**src/rtl/ctrl_pkg.sv**
```systemverilog
// ctrl_pkg: shared encodings and the E-stage control word for the control
// pipeline / hazard unit of the 5-stage RV32I core.
// Optional feature macro used by the importing files: CTRL_FORWARD_EN.
package ctrl_pkg;

    // ResultSrc: selects what the W stage writes back
    localparam logic [1:0] RES_ALU  = 2'b00;
    localparam logic [1:0] RES_LOAD = 2'b01;
    localparam logic [1:0] RES_PC4  = 2'b10;
    localparam logic [1:0] RES_IMM  = 2'b11;

    // ALU operand forward selects
    localparam logic [1:0] FWD_RF = 2'b00;
    localparam logic [1:0] FWD_W  = 2'b01;
    localparam logic [1:0] FWD_M  = 2'b10;

    localparam int ALUCTRL_W = 3;

    // Control word carried from D into E
    typedef struct packed {
        logic [1:0]           result_src;
        logic [ALUCTRL_W-1:0] alu_control;
        logic                 mem_write;
        logic                 alu_src;
        logic                 reg_write;
        logic                 branch;
        logic                 jump;
        logic                 sel_adder;
    } ctrl_e_t;

    localparam int CTRL_E_W = $bits(ctrl_e_t);

endpackage

```
**src/rtl/ctrl_pipe_hazard_pipe_reg.sv**
```systemverilog
// pipe_reg_ctrl: W-bit pipeline register with synchronous reset, load enable
// and synchronous clear. Clear wins over enable so a flushed stage always
// becomes a NOP even when the stage would otherwise load.
module pipe_reg_ctrl #(
    parameter int W = 8
) (
    input  logic         clk,
    input  logic         rst,
    input  logic         en,
    input  logic         clr,
    input  logic [W-1:0] d,
    output logic [W-1:0] q
);

    logic [W-1:0] data_d;
    logic [W-1:0] data_q;

    // Next-state selection: clear, load or hold
    always_comb begin
        data_d = data_q;
        if (clr) begin
            data_d = '0;
        end else if (en) begin
            data_d = d;
        end else begin
            data_d = data_q;
        end
    end

    // Stage storage with synchronous reset
    always_ff @(posedge clk) begin
        if (rst) begin
            data_q <= '0;
        end else begin
            data_q <= data_d;
        end
    end

    assign q = data_q;

endmodule

```
**src/rtl/ctrl_pipe_hazard.sv**
```systemverilog
// ctrl_pipe_hazard: carries the decode control word through E/M/W, detects
// load-use / RAW / control hazards, drives stall, flush, redirect and operand
// forward selects, and counts stall and flush cycles (saturating).
// Macro CTRL_FORWARD_EN: when defined, E-stage operands are forwarded from M/W;
// when undefined, forwards are tied to the register file and every RAW hazard
// on an in-flight writer in E or M stalls decode instead.
module ctrl_pipe_hazard
    import ctrl_pkg::*;
#(
    parameter int REG_W = 5,
    parameter int CNT_W = 32
) (
    input  logic                 clk,
    input  logic                 rst,
    input  logic [1:0]           ResultSrcD,
    input  logic [ALUCTRL_W-1:0] ALUControlD,
    input  logic                 MemWriteD,
    input  logic                 ALUSrcD,
    input  logic                 RegWriteD,
    input  logic                 BranchD,
    input  logic                 JumpD,
    input  logic                 sel_adder,
    input  logic [REG_W-1:0]     Rs1D,
    input  logic [REG_W-1:0]     Rs2D,
    input  logic [REG_W-1:0]     RdD,
    input  logic                 BranchCondE,
    output logic [1:0]           ResultSrcE,
    output logic [1:0]           ResultSrcM,
    output logic [1:0]           ResultSrcW,
    output logic [ALUCTRL_W-1:0] ALUControlE,
    output logic                 ALUSrcE,
    output logic                 sel_adderE,
    output logic                 MemWriteM,
    output logic                 RegWriteM,
    output logic                 RegWriteW,
    output logic [REG_W-1:0]     Rs1E,
    output logic [REG_W-1:0]     Rs2E,
    output logic [REG_W-1:0]     RdE,
    output logic [REG_W-1:0]     RdM,
    output logic [REG_W-1:0]     RdW,
    output logic                 PCSrcE,
    output logic [1:0]           ForwardAE,
    output logic [1:0]           ForwardBE,
    output logic                 StallF,
    output logic                 StallD,
    output logic                 FlushD,
    output logic                 FlushE,
    output logic [CNT_W-1:0]     stall_cnt,
    output logic [CNT_W-1:0]     flush_cnt
);

    localparam int DE_W = CTRL_E_W + 3 * REG_W;
    localparam int EM_W = 4 + REG_W;
    localparam int MW_W = 3 + REG_W;

    // True when a non-x0 destination is read by either source index
    function automatic logic src_hit(input logic [REG_W-1:0] rd,
                                     input logic [REG_W-1:0] rs1,
                                     input logic [REG_W-1:0] rs2);
        return (rd != '0) && ((rd == rs1) || (rd == rs2));
    endfunction

    // Increment that sticks at all-ones
    function automatic logic [CNT_W-1:0] sat_inc(input logic [CNT_W-1:0] v);
        if (v == {CNT_W{1'b1}}) begin
            return v;
        end else begin
            return v + CNT_W'(1);
        end
    endfunction

    ctrl_e_t          ctrl_d_s;
    ctrl_e_t          ctrl_e_s;
    logic [DE_W-1:0]  de_d_s;
    logic [DE_W-1:0]  de_q_s;
    logic [EM_W-1:0]  em_d_s;
    logic [EM_W-1:0]  em_q_s;
    logic [MW_W-1:0]  mw_q_s;
    logic [REG_W-1:0] rs1_e_s;
    logic [REG_W-1:0] rs2_e_s;
    logic [REG_W-1:0] rd_e_s;
    logic [1:0]       res_m_s;
    logic             memw_m_s;
    logic             regw_m_s;
    logic [REG_W-1:0] rd_m_s;
    logic [1:0]       res_w_s;
    logic             regw_w_s;
    logic [REG_W-1:0] rd_w_s;

    logic             lw_stall_s;
    logic             stall_src_s;
    logic             pcsrc_s;
    logic             stall_s;
    logic             flush_e_s;
    logic [1:0]       fwd_a_s;
    logic [1:0]       fwd_b_s;

    logic [CNT_W-1:0] stall_cnt_d;
    logic [CNT_W-1:0] stall_cnt_q;
    logic [CNT_W-1:0] flush_cnt_d;
    logic [CNT_W-1:0] flush_cnt_q;

    // Pack the decode control word and register indices for the D->E stage
    always_comb begin
        ctrl_d_s             = '0;
        ctrl_d_s.result_src  = ResultSrcD;
        ctrl_d_s.alu_control = ALUControlD;
        ctrl_d_s.mem_write   = MemWriteD;
        ctrl_d_s.alu_src     = ALUSrcD;
        ctrl_d_s.reg_write   = RegWriteD;
        ctrl_d_s.branch      = BranchD;
        ctrl_d_s.jump        = JumpD;
        ctrl_d_s.sel_adder   = sel_adder;
        de_d_s               = {ctrl_d_s, Rs1D, Rs2D, RdD};
    end

    pipe_reg_ctrl #(.W(DE_W)) u_de (
        .clk (clk),
        .rst (rst),
        .en  (1'b1),
        .clr (flush_e_s),
        .d   (de_d_s),
        .q   (de_q_s)
    );

    assign ctrl_e_s = de_q_s[DE_W-1 -: CTRL_E_W];
    assign rs1_e_s  = de_q_s[3*REG_W-1 -: REG_W];
    assign rs2_e_s  = de_q_s[2*REG_W-1 -: REG_W];
    assign rd_e_s   = de_q_s[REG_W-1:0];
    assign em_d_s   = {ctrl_e_s.result_src, ctrl_e_s.mem_write, ctrl_e_s.reg_write, rd_e_s};

    pipe_reg_ctrl #(.W(EM_W)) u_em (
        .clk (clk),
        .rst (rst),
        .en  (1'b1),
        .clr (1'b0),
        .d   (em_d_s),
        .q   (em_q_s)
    );

    assign {res_m_s, memw_m_s, regw_m_s, rd_m_s} = em_q_s;

    pipe_reg_ctrl #(.W(MW_W)) u_mw (
        .clk (clk),
        .rst (rst),
        .en  (1'b1),
        .clr (1'b0),
        .d   ({res_m_s, regw_m_s, rd_m_s}),
        .q   (mw_q_s)
    );

    assign {res_w_s, regw_w_s, rd_w_s} = mw_q_s;

    // Hazard detection; a redirect squashes the stalled instruction so it wins
    always_comb begin
        lw_stall_s  = 1'b0;
        stall_src_s = 1'b0;
        if ((ctrl_e_s.result_src == RES_LOAD) && src_hit(rd_e_s, Rs1D, Rs2D)) begin
            lw_stall_s = 1'b1;
        end else begin
            lw_stall_s = 1'b0;
        end
`ifdef CTRL_FORWARD_EN
        stall_src_s = lw_stall_s;
`else
        stall_src_s = lw_stall_s
                    | (ctrl_e_s.reg_write & src_hit(rd_e_s, Rs1D, Rs2D))
                    | (regw_m_s & src_hit(rd_m_s, Rs1D, Rs2D));
`endif
        pcsrc_s   = ctrl_e_s.jump | (ctrl_e_s.branch & BranchCondE);
        flush_e_s = stall_src_s | pcsrc_s;
        stall_s   = stall_src_s & ~pcsrc_s;
    end

    // Operand forward selects; M is younger than W so it takes priority
    always_comb begin
        fwd_a_s = FWD_RF;
        fwd_b_s = FWD_RF;
`ifdef CTRL_FORWARD_EN
        if (regw_m_s && (rd_m_s != '0) && (rd_m_s == rs1_e_s)) begin
            fwd_a_s = FWD_M;
        end else if (regw_w_s && (rd_w_s != '0) && (rd_w_s == rs1_e_s)) begin
            fwd_a_s = FWD_W;
        end else begin
            fwd_a_s = FWD_RF;
        end
        if (regw_m_s && (rd_m_s != '0) && (rd_m_s == rs2_e_s)) begin
            fwd_b_s = FWD_M;
        end else if (regw_w_s && (rd_w_s != '0) && (rd_w_s == rs2_e_s)) begin
            fwd_b_s = FWD_W;
        end else begin
            fwd_b_s = FWD_RF;
        end
`endif
    end

    // Next values of the saturating stall/flush counters
    always_comb begin
        stall_cnt_d = stall_cnt_q;
        flush_cnt_d = flush_cnt_q;
        if (stall_s) begin
            stall_cnt_d = sat_inc(stall_cnt_q);
        end else begin
            stall_cnt_d = stall_cnt_q;
        end
        if (flush_e_s) begin
            flush_cnt_d = sat_inc(flush_cnt_q);
        end else begin
            flush_cnt_d = flush_cnt_q;
        end
    end

    // Counter registers, cleared together with the pipe registers
    always_ff @(posedge clk) begin
        if (rst) begin
            stall_cnt_q <= '0;
            flush_cnt_q <= '0;
        end else begin
            stall_cnt_q <= stall_cnt_d;
            flush_cnt_q <= flush_cnt_d;
        end
    end

    assign ResultSrcE  = ctrl_e_s.result_src;
    assign ALUControlE = ctrl_e_s.alu_control;
    assign ALUSrcE     = ctrl_e_s.alu_src;
    assign sel_adderE  = ctrl_e_s.sel_adder;
    assign Rs1E        = rs1_e_s;
    assign Rs2E        = rs2_e_s;
    assign RdE         = rd_e_s;
    assign ResultSrcM  = res_m_s;
    assign MemWriteM   = memw_m_s;
    assign RegWriteM   = regw_m_s;
    assign RdM         = rd_m_s;
    assign ResultSrcW  = res_w_s;
    assign RegWriteW   = regw_w_s;
    assign RdW         = rd_w_s;
    assign PCSrcE      = pcsrc_s;
    assign ForwardAE   = fwd_a_s;
    assign ForwardBE   = fwd_b_s;
    assign StallF      = stall_s;
    assign StallD      = stall_s;
    assign FlushD      = pcsrc_s;
    assign FlushE      = flush_e_s;
    assign stall_cnt   = stall_cnt_q;
    assign flush_cnt   = flush_cnt_q;

endmodule

```
**config.mk**
```make
export PLATFORM = sky130hd
export DESIGN_NAME = ctrl_pipe_hazard
export DESIGN_NICKNAME = d
export VERILOG_FILES = /design/src/rtl/ctrl_pkg.sv /design/src/rtl/ctrl_pipe_hazard_pipe_reg.sv /design/src/rtl/ctrl_pipe_hazard.sv
export SDC_FILE = /design/constraint.sdc
export NUM_CORES = 1
export LEC_CHECK = 0
export BUFFER_PORTS_ARGS = -buffer_cell sky130_fd_sc_hd__buf_2
export CORE_UTILIZATION = 30
export DETAILED_ROUTE_END_ITERATION = 10
export SLEW_MARGIN = 20
export SYNTH_ARGS = -nofsm -noshare
export SYNTH_HDL_FRONTEND = slang
export SYNTH_SLANG_ARGS = --single-unit
```
**constraint.sdc**
```tcl
create_clock -name clk -period 3.77 [get_ports clk]
set_input_delay 0.754 -clock clk [delete_from_list [all_inputs] [get_ports clk]]
set_output_delay 0.754 -clock clk [all_outputs]
set_load 0.03 [all_outputs]
```
==> run summary <==
Mux share of post-synthesis cell area -> 1.36%
Post-placement cell count -> 849
Post-Syn Instances -> 535
HP Start -> u_de.q[20]$_SDFF_PP0_
Cell Count, Final, Fillers Out -> 865
Actual slew at the worst max-slew pin -> 828 ps
Most common cell on crit path -> buf_2
Final setup vio count -> 0
Root Buffer -> clkbuf_16
Ys flop type -> dfxtp_1
Final antenna-violating net count -> 0
Synth Warn # -> 0
Overall routing resource usage -> 14.1%
Outcome -> complete, no violations
Global-route track usage on met3 -> 3.22%
R2R Setup Slk -> 1200 ps
WL per Instance -> 13.4 microns
Fmax -> 329 MHz
Flop pwr share -> 46.9%
Layout cells sized above 1 -> 28.0%
Vias in the first global route -> 3571
Clk pwr share -> 44.6%
Filler Cell Count -> 1675
Final period util -> 80.7%
TNS Setup -> 0 ps
Die width -> 130 microns
Hold WC Path Type -> reg -> reg
Reg area -> 0.00214 sq mm
Yosys reg bits -> 107
Number of enable flip-flop cells after synthesis -> 0
Asr flop ratio synth -> 0%
Routed Wire Length -> 11600 microns
TritonCTS clock tree -> yes
Slew Viols, Final -> 0
Critical path endpoint category -> output pin
Ant diodes -> 0
Worst-path clk slew -> 70 ps
Synth Area in Simple Gates -> 30.2%
Max Clock Skew -> 8.69 ps
Compound-Gate Fraction of Synth Area -> 8.65%
Crit-path cells -> buf_2 -> xor2_1 -> nor3_1 -> a22oi_1 -> o221ai_4 -> buf_2
Period minus WS final -> 3040 ps
Final #Nets -> 675
Critical R2R Launch -> stall_cnt[9]$_SDFFE_PP0P_
Clock latency on the worst-skew pair -> 350 ps
Row cnt -> 46
Die Area -> 0.0168 sq mm
IO Pins -> 141
Critical Path Fanout Max -> 16
CTS max path bufs -> 2
Relative max-transition margin -> 44.6%
Hold buffer count at CTS -> 0
MaxCap Viol Count -> 0
Arrival time worst endpoint -> 2290 ps
Critical Setup Path Class -> in -> out
Peak supply drop -> 0.194 mV
First-pass GRT wire length -> 18500 microns
Critical path origin -> Rs2D[3]
Area Growth Syn to Fin -> 22.3%
Largest net degree at the start of global routing -> 53
Total CTS buffers -> 9
Detail Placement HPWL -> 8220 microns
DR iter-0 viols -> 192
Comb power frac -> 8.5%
Critical Path RT -> 3020 ps
Via Count -> 4134
Initial core utilization -> 30.8%
Core area -> 0.0159 sq mm
Distinct cells, synth -> 51
Largest family of logic cells by synthesized area -> simple AND/OR/NAND/NOR gates
Grt peak-use layer -> met2
Sinks on Clock Net -> 107
Crit-path leading delay family -> compound AO/OA/AOI/OAI gates
Final Hold Vio Count -> 0
Syn Area/Cell -> 9.14 sq um
Sequential-to-total area share from yosys stat -> 43.8%
Slowest Stage Delay on Critical Path -> 530 ps
Total power -> 0.00251 W
Post-DR vias/cell -> 4.78
Sw frac -> 23.6%
Net switching power -> 0.000592 W
Final Util -> 37.6%
Pwr/cell area -> 420 mW/mm^2
Synthesized area -> 0.00489 sq mm
Met1 usage -> 18.8%
RSZ-0062 raised after global routing -> no
Gpl congestion -> 0.756
Post-Synth Adder-Cell Area -> 0.512%
Critical path launch point type -> input port
Multi-input logic area -> 0.00242 sq mm
Leakage power -> 2.54 nW
Hold slack -> 442 ps
Detailed Routing Iterations Pass 1 -> 4
# port buffers -> 136
Synth Area in XOR/XNOR -> 8.42%
H-tree levels -> 3
Pint -> 0.00192 W
Post-route DRC violation count -> 0
Slowest cell on crit path -> o221ai_4
Antenna violations before repair -> 0
Worst path buffer plus inverter count -> 2
Setup bufs post-CTS -> 0
Met2 usage -> 22.0%
Post-CTS Resized -> 0
Total gr overflow -> 0
Die height -> 130 microns
-- worst reg2reg max path, delay by kind of cell (launching register included) --
family                 cells  cell delay [ps]
buffers and inverters      1              300
muxes                      1              300
DFF                        1              390
and+or+nand+nor            6             1470
-- metal layers --
metal	share of wire, %	routed length, microns	up-vias
li1	-	-	2075
met1	47	5420	1934
met2	46	5340	111
met3	5.6	648	14
met4	1.8	214	0
met5	0	0	-
-- cell usage after synthesis, types with 2 or more instances --
cell type	number	area (sq um)
nand3_1	26	130
inv_1	10	37.5
nand4_1	27	169
clkbuf_1	16	60.1
o21ai_1	7	35.0
ha_1	2	25.0
nor2_1	43	161
buf_2	2	10.0
and3_1	9	56.3
mux2_2	4	45.0
nor2b_1	24	150
dfxtp_1	107	2140
or3_1	13	81.3
xnor2_1	5	43.8
buf_4	31	233
a21oi_1	29	145
nand2_1	24	90.1
o21ai_0	9	45.0
xor2_1	42	368
nor3_1	6	30.0
and4_1	4	35.0
and2_1	30	188
nor3_2	4	40.0
nor4_1	5	31.3
o31ai_1	13	97.6
or4_1	17	128
nand4b_1	2	17.5
-- sequential cells by signal, indices dropped and copies added, names as in the netlist --
signal     cells
u_em.q         9
u_mw.q         8
stall_cnt     32
u_de.q        26
flush_cnt     32
-- metrics by stage --
step           cell area [sq um]  worst slack, ps
6_report                    5980              728
4_1_cts                     5980              711
3_5_place_dp                5620              707
2_1_floorplan               4900              959
3_3_place_gp                5620              695
5_1_grt                     5980              569
-- layout by cell type, fill, tap and decap left out, types with 7 or more instances in the layout --
cell type,Yosys,routed
buf_2,2,136
dfxtp_1,107,107
nor2_1,43,43
xor2_1,42,42
and2_1,30,30
a21oi_1,29,29
nand4_1,27,27
nand3_1,26,26
nor2b_1,24,24
nand2_1,24,24
or4_1,17,17
or3_1,13,13
o31ai_1,13,13
inv_1,10,10
and3_1,9,9
o21ai_0,9,9
clkbuf_16,0,9
o21ai_1,7,7
buf_4,31,7
-- final timing paths --
check                               endpoint  cells after the start
hold / removal          u_em.q[6]$_SDFF_PP0_                      1
hold reg to reg         u_em.q[6]$_SDFF_PP0_                      1
setup reg to reg  stall_cnt[23]$_SDFFE_PP0P_                      8
setup / recovery                      FlushE                      6
-- power groups by stage --
| stage | sequential, W | clock [W] | combinational (W) |
|---|---|---|---|
| finish | 0.00118 | 0.00112 | 0.000214 |
| global route | 0.00118 | 0.00120 | 0.000233 |
| CTS | 0.00118 | 0.00115 | 0.000217 |
| detailed placement | 0.00120 | 0 | 0.000216 |
| global placement | 0.00120 | 0 | 0.000215 |
| floorplan | 0.00122 | 0 | 0.000148 |
-- final cells by class --
type	instances	area share, %
multi-input cells	372	40.4
flip-flops and latches	107	35.8
repair buffers	144	12.6
well taps	216	4.52
clock buffers	11	4.23
clock inverters	5	1.78
inverters	10	0.628
-- kinds of logic after synthesis --
kind of cell               Yosys count
AOI/OAI and AO/OA                   67
xor gates and xnor gates            47
adders and majority gates            2
buffers and inverters               59
DFF                                107
muxes                                6
other                                1
and+or+nand+nor                    246
Note: power is estimated with default switching activity, not from simulation.
